<file path="src/rtl/mem_port_arbiter.sv">
// Arbitrates the single-port data memory between instruction fetch and the MEM stage,
// tagging in-flight reads so returned data is steered to the requester that issued it.
module mem_port_arbiter #(
    parameter int unsigned ADDR_W      = 20,
    parameter int unsigned DATA_W      = 20,
    parameter int unsigned READ_LAT    = 1,
    parameter int unsigned MAX_IF_WAIT = 4
) (
    input  logic              clock,
    input  logic              reset,
    input  logic              if_req,
    input  logic [ADDR_W-1:0] if_addr,
    output logic              if_gnt,
    output logic              if_rvalid,
    output logic [DATA_W-1:0] if_rdata,
    input  logic              mem_req,
    input  logic              mem_we,
    input  logic [ADDR_W-1:0] mem_addr,
    input  logic [DATA_W-1:0] mem_wdata,
    output logic              mem_gnt,
    output logic              mem_rvalid,
    output logic [DATA_W-1:0] mem_rdata,
    output logic [ADDR_W-1:0] ram_addr,
    output logic [DATA_W-1:0] ram_data,
    output logic              ram_wr_en,
    input  logic [DATA_W-1:0] ram_q,
    output logic              busy
);

    localparam int unsigned CNT_W   = $clog2(MAX_IF_WAIT + 1);
    localparam logic        OWN_IF  = 1'b0;
    localparam logic        OWN_MEM = 1'b1;

    logic [CNT_W-1:0]    starve_cnt_q, starve_cnt_d;
    logic [READ_LAT-1:0] tag_valid_q;
    logic [READ_LAT-1:0] tag_owner_q;
    logic                starve_max;
    logic                new_valid;
    logic                new_owner;

    assign starve_max = (starve_cnt_q == CNT_W'(MAX_IF_WAIT));

    // MEM has priority on contention unless fetch has been starved long enough.
    always_comb begin
        if_gnt  = 1'b0;
        mem_gnt = 1'b0;
        if (!reset) begin
            if (if_req && (!mem_req || starve_max)) begin
                if_gnt = 1'b1;
            end else if (mem_req) begin
                mem_gnt = 1'b1;
            end
        end
    end

    always_comb begin
        ram_addr  = '0;
        ram_data  = '0;
        ram_wr_en = 1'b0;
        if (if_gnt) begin
            ram_addr = if_addr;
            ram_data = mem_wdata;
        end else if (mem_gnt) begin
            ram_addr  = mem_addr;
            ram_data  = mem_wdata;
            ram_wr_en = mem_we;
        end
    end

    always_comb begin
        starve_cnt_d = '0;
        if (if_req && !if_gnt) begin
            starve_cnt_d = starve_max ? starve_cnt_q : starve_cnt_q + 1'b1;
        end
    end

    // Writes occupy the port but never produce a return, so they insert no valid tag.
    assign new_valid = if_gnt | (mem_gnt & ~mem_we);
    assign new_owner = mem_gnt ? OWN_MEM : OWN_IF;

    always_ff @(posedge clock) begin
        if (reset) begin
            starve_cnt_q <= '0;
            tag_valid_q  <= '0;
            tag_owner_q  <= '0;
        end else begin
            starve_cnt_q   <= starve_cnt_d;
            tag_valid_q[0] <= new_valid;
            tag_owner_q[0] <= new_owner;
            for (int i = 1; i < READ_LAT; i++) begin
                tag_valid_q[i] <= tag_valid_q[i-1];
                tag_owner_q[i] <= tag_owner_q[i-1];
            end
        end
    end

    // Gating with reset drops returns of reads that were in flight when reset arrived.
    assign if_rvalid  = ~reset & tag_valid_q[READ_LAT-1] & (tag_owner_q[READ_LAT-1] == OWN_IF);
    assign mem_rvalid = ~reset & tag_valid_q[READ_LAT-1] & (tag_owner_q[READ_LAT-1] == OWN_MEM);
    assign if_rdata   = ram_q;
    assign mem_rdata  = ram_q;
    assign busy       = ~reset & (|tag_valid_q);

endmodule

</file>
<file path="config.mk">
export PLATFORM = sky130hd
export DESIGN_NAME = mem_port_arbiter
export DESIGN_NICKNAME = d
export VERILOG_FILES = /design/src/rtl/mem_port_arbiter.sv
export SDC_FILE = /design/constraint.sdc
export NUM_CORES = 1
export LEC_CHECK = 0
export CELL_PAD_IN_SITES_DETAIL_PLACEMENT = 0
export CELL_PAD_IN_SITES_GLOBAL_PLACEMENT = 2
export CORE_MARGIN = 2
export CORE_UTILIZATION = 11
export DETAILED_ROUTE_END_ITERATION = 12
export PLACE_DENSITY_LB_ADDON = 0.1
export SYNTH_ARGS = -nofsm -noshare
export SYNTH_HDL_FRONTEND = slang
export SYNTH_SLANG_ARGS = --single-unit
</file>
<file path="constraint.sdc">
create_clock -name clock -period 4.3 [get_ports clock]
set_input_delay 0.86 -clock clock [delete_from_list [all_inputs] [get_ports clock]]
set_output_delay 0.86 -clock clock [all_outputs]
set_load 0.02 [all_outputs]
</file>
-- Word level (Yosys, flattened, before mapping)
Cells that the tools add are included.
- $add $sub $neg: 1
- equal/unequal tests: 1
- mux-type cells: 12
- bitwise logic cells: 9
- reductions and logical operators: 6
- operator list (kind ; number):
    $mux W20 ; 4
    $mux W1 ; 8
    $and A1 B1 Y1 ; 4
    $not A1 Y1 ; 4
    $add A3 B1 Y3 const B ; 1
    $eq A3 B3 Y1 const B ; 1
    $logic_and A1 B1 Y1 ; 2
    $logic_not A1 Y1 ; 2
    $reduce_or A2 Y1 ; 1
    $logic_or A1 B1 Y1 ; 1
    $or A1 B1 Y1 ; 1
- bits in registers: 5
- bits of input ports: 85
- output and inout bits: 86
- word-level logic and storage cells: 32

-- Longest topological paths before layout
Gate-level depths: netlist of the first run.
- depth after elaboration: 9
- depth in mapped cells: 6

-- Worst setup path before layout of the first run
Ideal clock, no wire load.
- path type: in2out
- from: input port if_req
- to: output port ram_wr_en
- arrival: 1.686 ns
- required time: 3.440 ns
- slack: 1.754 ns
- cell stages on the path: 3
- path buffers: 1
- cell sequence: and3_1 > buf_6 > nor3b_1
- cells in the longest elaborated chain, start to end: 5
- elaborated cells on any way between the ends: 7
- ends and longest elaborated chain (item ; RTL line ; source):
    start: declaration ; 11 ; input logic if_req,
    $logic_and A1 B1 Y1 * ; 48 ; if (if_req && (!mem_req || starve_max)) begin
    $mux W1 ; 48 ;
    $mux W1 ; 47 ; if (!reset) begin
    $mux W1 ; 63 ; end else if (mem_gnt) begin
    $mux W1 * ; 60 ; if (if_gnt) begin
    end: declaration ; 25 ; output logic ram_wr_en,
Every way passes the cells marked *; elsewhere a longest branch is shown, timed or not.

-- Final worst setup path of the first run
- from: input port if_req
- to: output port ram_data[8]
- cells in the longest elaborated chain, start to end: 5
- elaborated cells on any way between the ends: 7
- ends and longest elaborated chain (item ; RTL line ; source):
    $logic_and A1 B1 Y1 * ; 48 ;
    $mux W1 ; 48 ;
    $mux W1 ; 47 ;
    $mux W20 ; 63 ;
    $mux W20 * ; 60 ;
    end: declaration ; 24 ; output logic [DATA_W-1:0] ram_data,
Marks and branches as above.

==> results.json, run 1 <==
{
  "status": "finished clean",
  "diodes": 0,
  "dieArea_um2": 12300,
  "numCtsBuffers": 3,
  "finalInstanceArea_um2": 2270,
  "via_per_inst": 3.63,
  "cts_max_path_buffers": 2,
  "clk_latency_ps": 230,
  "synth_compound_area_share_pct": 17.1,
  "antenna_found_initial": 0,
  "final.fill_count": 1254,
  "routed_wl_mm": 5.34,
  "final_hold_viol_count": 0,
  "crit_chain": "clkdlybuf4s50_1, buf_4, o21ba_2, and2_1, clkdlybuf4s50_1",
  "hold_path_end": "starve_cnt_q[0]$_SDFFE_PP0N_",
  "ys_types": 25,
  "num_rows": 39,
  "synthMuxAreaShare_pct": 0,
  "wl_per_cell_um": 14.3,
  "area_delta_synth_final_pct": 80.3,
  "synth-xor-area-share_pct": 0,
  "required_ps": 3440,
  "dpl-instance-area_um2": 2190,
  "cts_tree": "yes",
  "reg2regPathDepth": 4,
  "p_comb_share_pct": 49.3,
  "dp_slack_ps": 596,
  "core_um2": 11300,
  "grt.overflow.total": 0,
  "pwr-share-clk_pct": 38.4,
  "cp.arrival_ps": 2810,
  "critical_path_class": "primary input to output port",
  "slew_headroom_pct": 67.9,
  "tightest_slew_ps": 480,
  "start_kind": "primary input",
  "htreeDepth": 1,
  "synth-seq-cells": 5,
  "vdd_drop_max_uv": 62.0,
  "pin_count": 171,
  "dominantRegCellSynth": "dfxtp_1",
  "fmax_mhz": 272,
  "synth_fp_nets": 251,
  "finalClockSkew_ps": 2.47,
  "p_sw_mw": 0.113,
  "drive_gt1_share_pct": 7.39,
  "grt_pass1_vias": 1479,
  "synth_top_family_by_area": "simple AND/OR/NAND/NOR gates",
  "clk_pin_slew_ps": 30,
  "cts_resized": 0,
  "synth-simple-area-share_pct": 40.1,
  "yosys_warnings": 0,
  "firstDrtPassIters": 4,
  "dp.cells": 369,
  "grt_usage_pct": 8.36,
  "cts_root_buffer": "clkbuf_16",
  "vias": 1355,
  "seq_area_frac_synth_pct": 7.96,
  "cp_num_buf_inv": 3,
  "final.min_clock_period_ps": 3670,
  "ff2ff_setup_slack_ps": 2890,
  "multiInputGateArea_um2": 744,
  "post-route-period-util_pct": 85.4,
  "stdcell_count": 373,
  "cts.sinks": 5,
  "synth_common_cells": "41 x buf_4, 41 x nand3b_1, 21 x and2_1",
  "port_buffers": 110,
  "finalSetupViolations": 0,
  "p_leak_nw": 0.756,
  "worstHoldPathCells": 1,
  "setup_slack_ps": 629,
  "hp-class": "flop to flop",
  "synth_top_area_cell": "buf_4",
  "netlist.area_leader.share_pct": 24.5,
  "cp_top_family": "buffers and inverters",
  "avgSynthCellArea_um2": 7.67,
  "synth_area_leaders": "buf_4 24%, nand3b_1 24%, and2_1 10%",
  "async_flop_share_pct": 0,
  "critPathMostFrequentCell": "clkdlybuf4s50_1",
  "drc": 0,
  "synth_area_um2": 1260,
  "grt_pass1_wl_mm": 8.28,
  "start_util_pct": 11.2,
  "grt_max_degree": 24,
  "r2r_end": "tag_valid_q$_SDFF_PP0_",
  "powerDensity_nw_per_um2": 176,
  "fin_tns_setup_ps": 0,
  "intPower_mw": 0.286,
  "regArea_um2": 100,
  "gp_congestion": 0.633,
  "yosys.area_share.adder_pct": 1.99,
  "postCtsHoldBufs": 0,
  "r2r_start": "starve_cnt_q[0]$_SDFFE_PP0N_",
  "syn_inst": 164,
  "rsz0062_at_grt": "no",
  "crit_fanout": 23,
  "drv_slew": 0,
  "hp-start": "starve_cnt_q[0]$_SDFFE_PP0N_",
  "finalNetCount": 318,
  "cp_slowest_cell": "clkdlybuf4s50_1",
  "cts_setup_buffers": 0,
  "dp_hpwl_mm": 4.18,
  "drtAntennaViolNets": 0,
  "pwr-share-seq_pct": 12.3,
  "p_sw_share_pct": 28.3,
  "synth_edf_count": 0,
  "whs_ps": 466,
  "slowest_delay_ps": 610,
  "dieWidth_um": 111,
  "chipHeight_um": 111,
  "crit_path_end_kind": "output port",
  "cap_violations": 0,
  "drt-initial-drc-count": 31
}
## worst max-delay path by stage
stage	slack [ps]	to	from	cells past startpoint
global route	490	ram_data[5]	if_req	5
floorplan	1750	ram_wr_en	if_req	3
CTS	590	ram_data[5]	mem_req	5
finish	630	ram_data[8]	if_req	5
detailed placement	600	ram_data[4]	mem_req	5
global placement	560	ram_data[8]	mem_req	5
## power by group through the flow
stage                     clock network (mW)  logic, mW  registers [mW]
after floorplan                            0      0.134          0.0495
after global placement                     0      0.203          0.0497
after detailed placement                   0      0.199          0.0497
after CTS                              0.157      0.200          0.0490
after global routing                   0.161      0.211          0.0492
final                                  0.153      0.197          0.0491
## metrics by stage
step	total power, mW	utilization, %
5_1_grt	0.421	20.1
3_5_place_dp	0.249	19.4
3_3_place_gp	0.253	19.4
4_1_cts	0.407	20.1
6_report	0.399	20.1
2_1_floorplan	0.184	-
## kinds of logic (layout without fill, tap and decap cells)
| kind of cell | Yosys count | in the layout |
|---|---|---|
| AND/OR/NAND/NOR | 73 | 73 |
| buffers and inverters | 58 | 124 |
| AO/OA/AOI/OAI | 26 | 26 |
| flip-flops | 5 | 5 |
| adder cells (fa/ha/maj) | 2 | 2 |
## per-layer routing
layer | track usage (%) | share of wire, % | vias up | wire, um
li1 | - | - | 663 | -
met1 | 10.2 | 44 | 580 | 2350
met2 | 12.5 | 40 | 101 | 2120
met3 | 4.54 | 15 | 11 | 799
met4 | 2.67 | 1.3 | 0 | 72
met5 | 0 | 0 | - | 0
## final cells by class
class                   count  area share (%)
clock buffers               4            3.48
inverters                   3           0.497
multi-input cells         101            32.8
flip-flops and latches      5            4.42
well taps                 143            7.89
repair buffers            117            50.9
## flip-flops by register name, indices dropped and copies added (netlist names)
register      count
tag_owner_q       1
starve_cnt_q      3
tag_valid_q       1
## placed cells by master (no fill, tap or decap), types with 2 or more instances in the layout
cell type	n
nor2b_1	2
clkdlybuf4s50_1	110
nand2b_1	3
o22ai_2	4
ha_1	2
dfxtp_1	5
nor2_1	3
clkbuf_16	3
a211oi_1	2
and2_1	21
o22ai_1	16
buf_4	7
inv_1	3
nand3b_1	41
Power figures use the tool's default switching activity.
==> run 2: changes to the inputs <==
- ABC_CLOCK_PERIOD_IN_PS: not set -> 4300
==> results of run 2 <==
Final layout, timing and power as in run 1 (identical DEF).
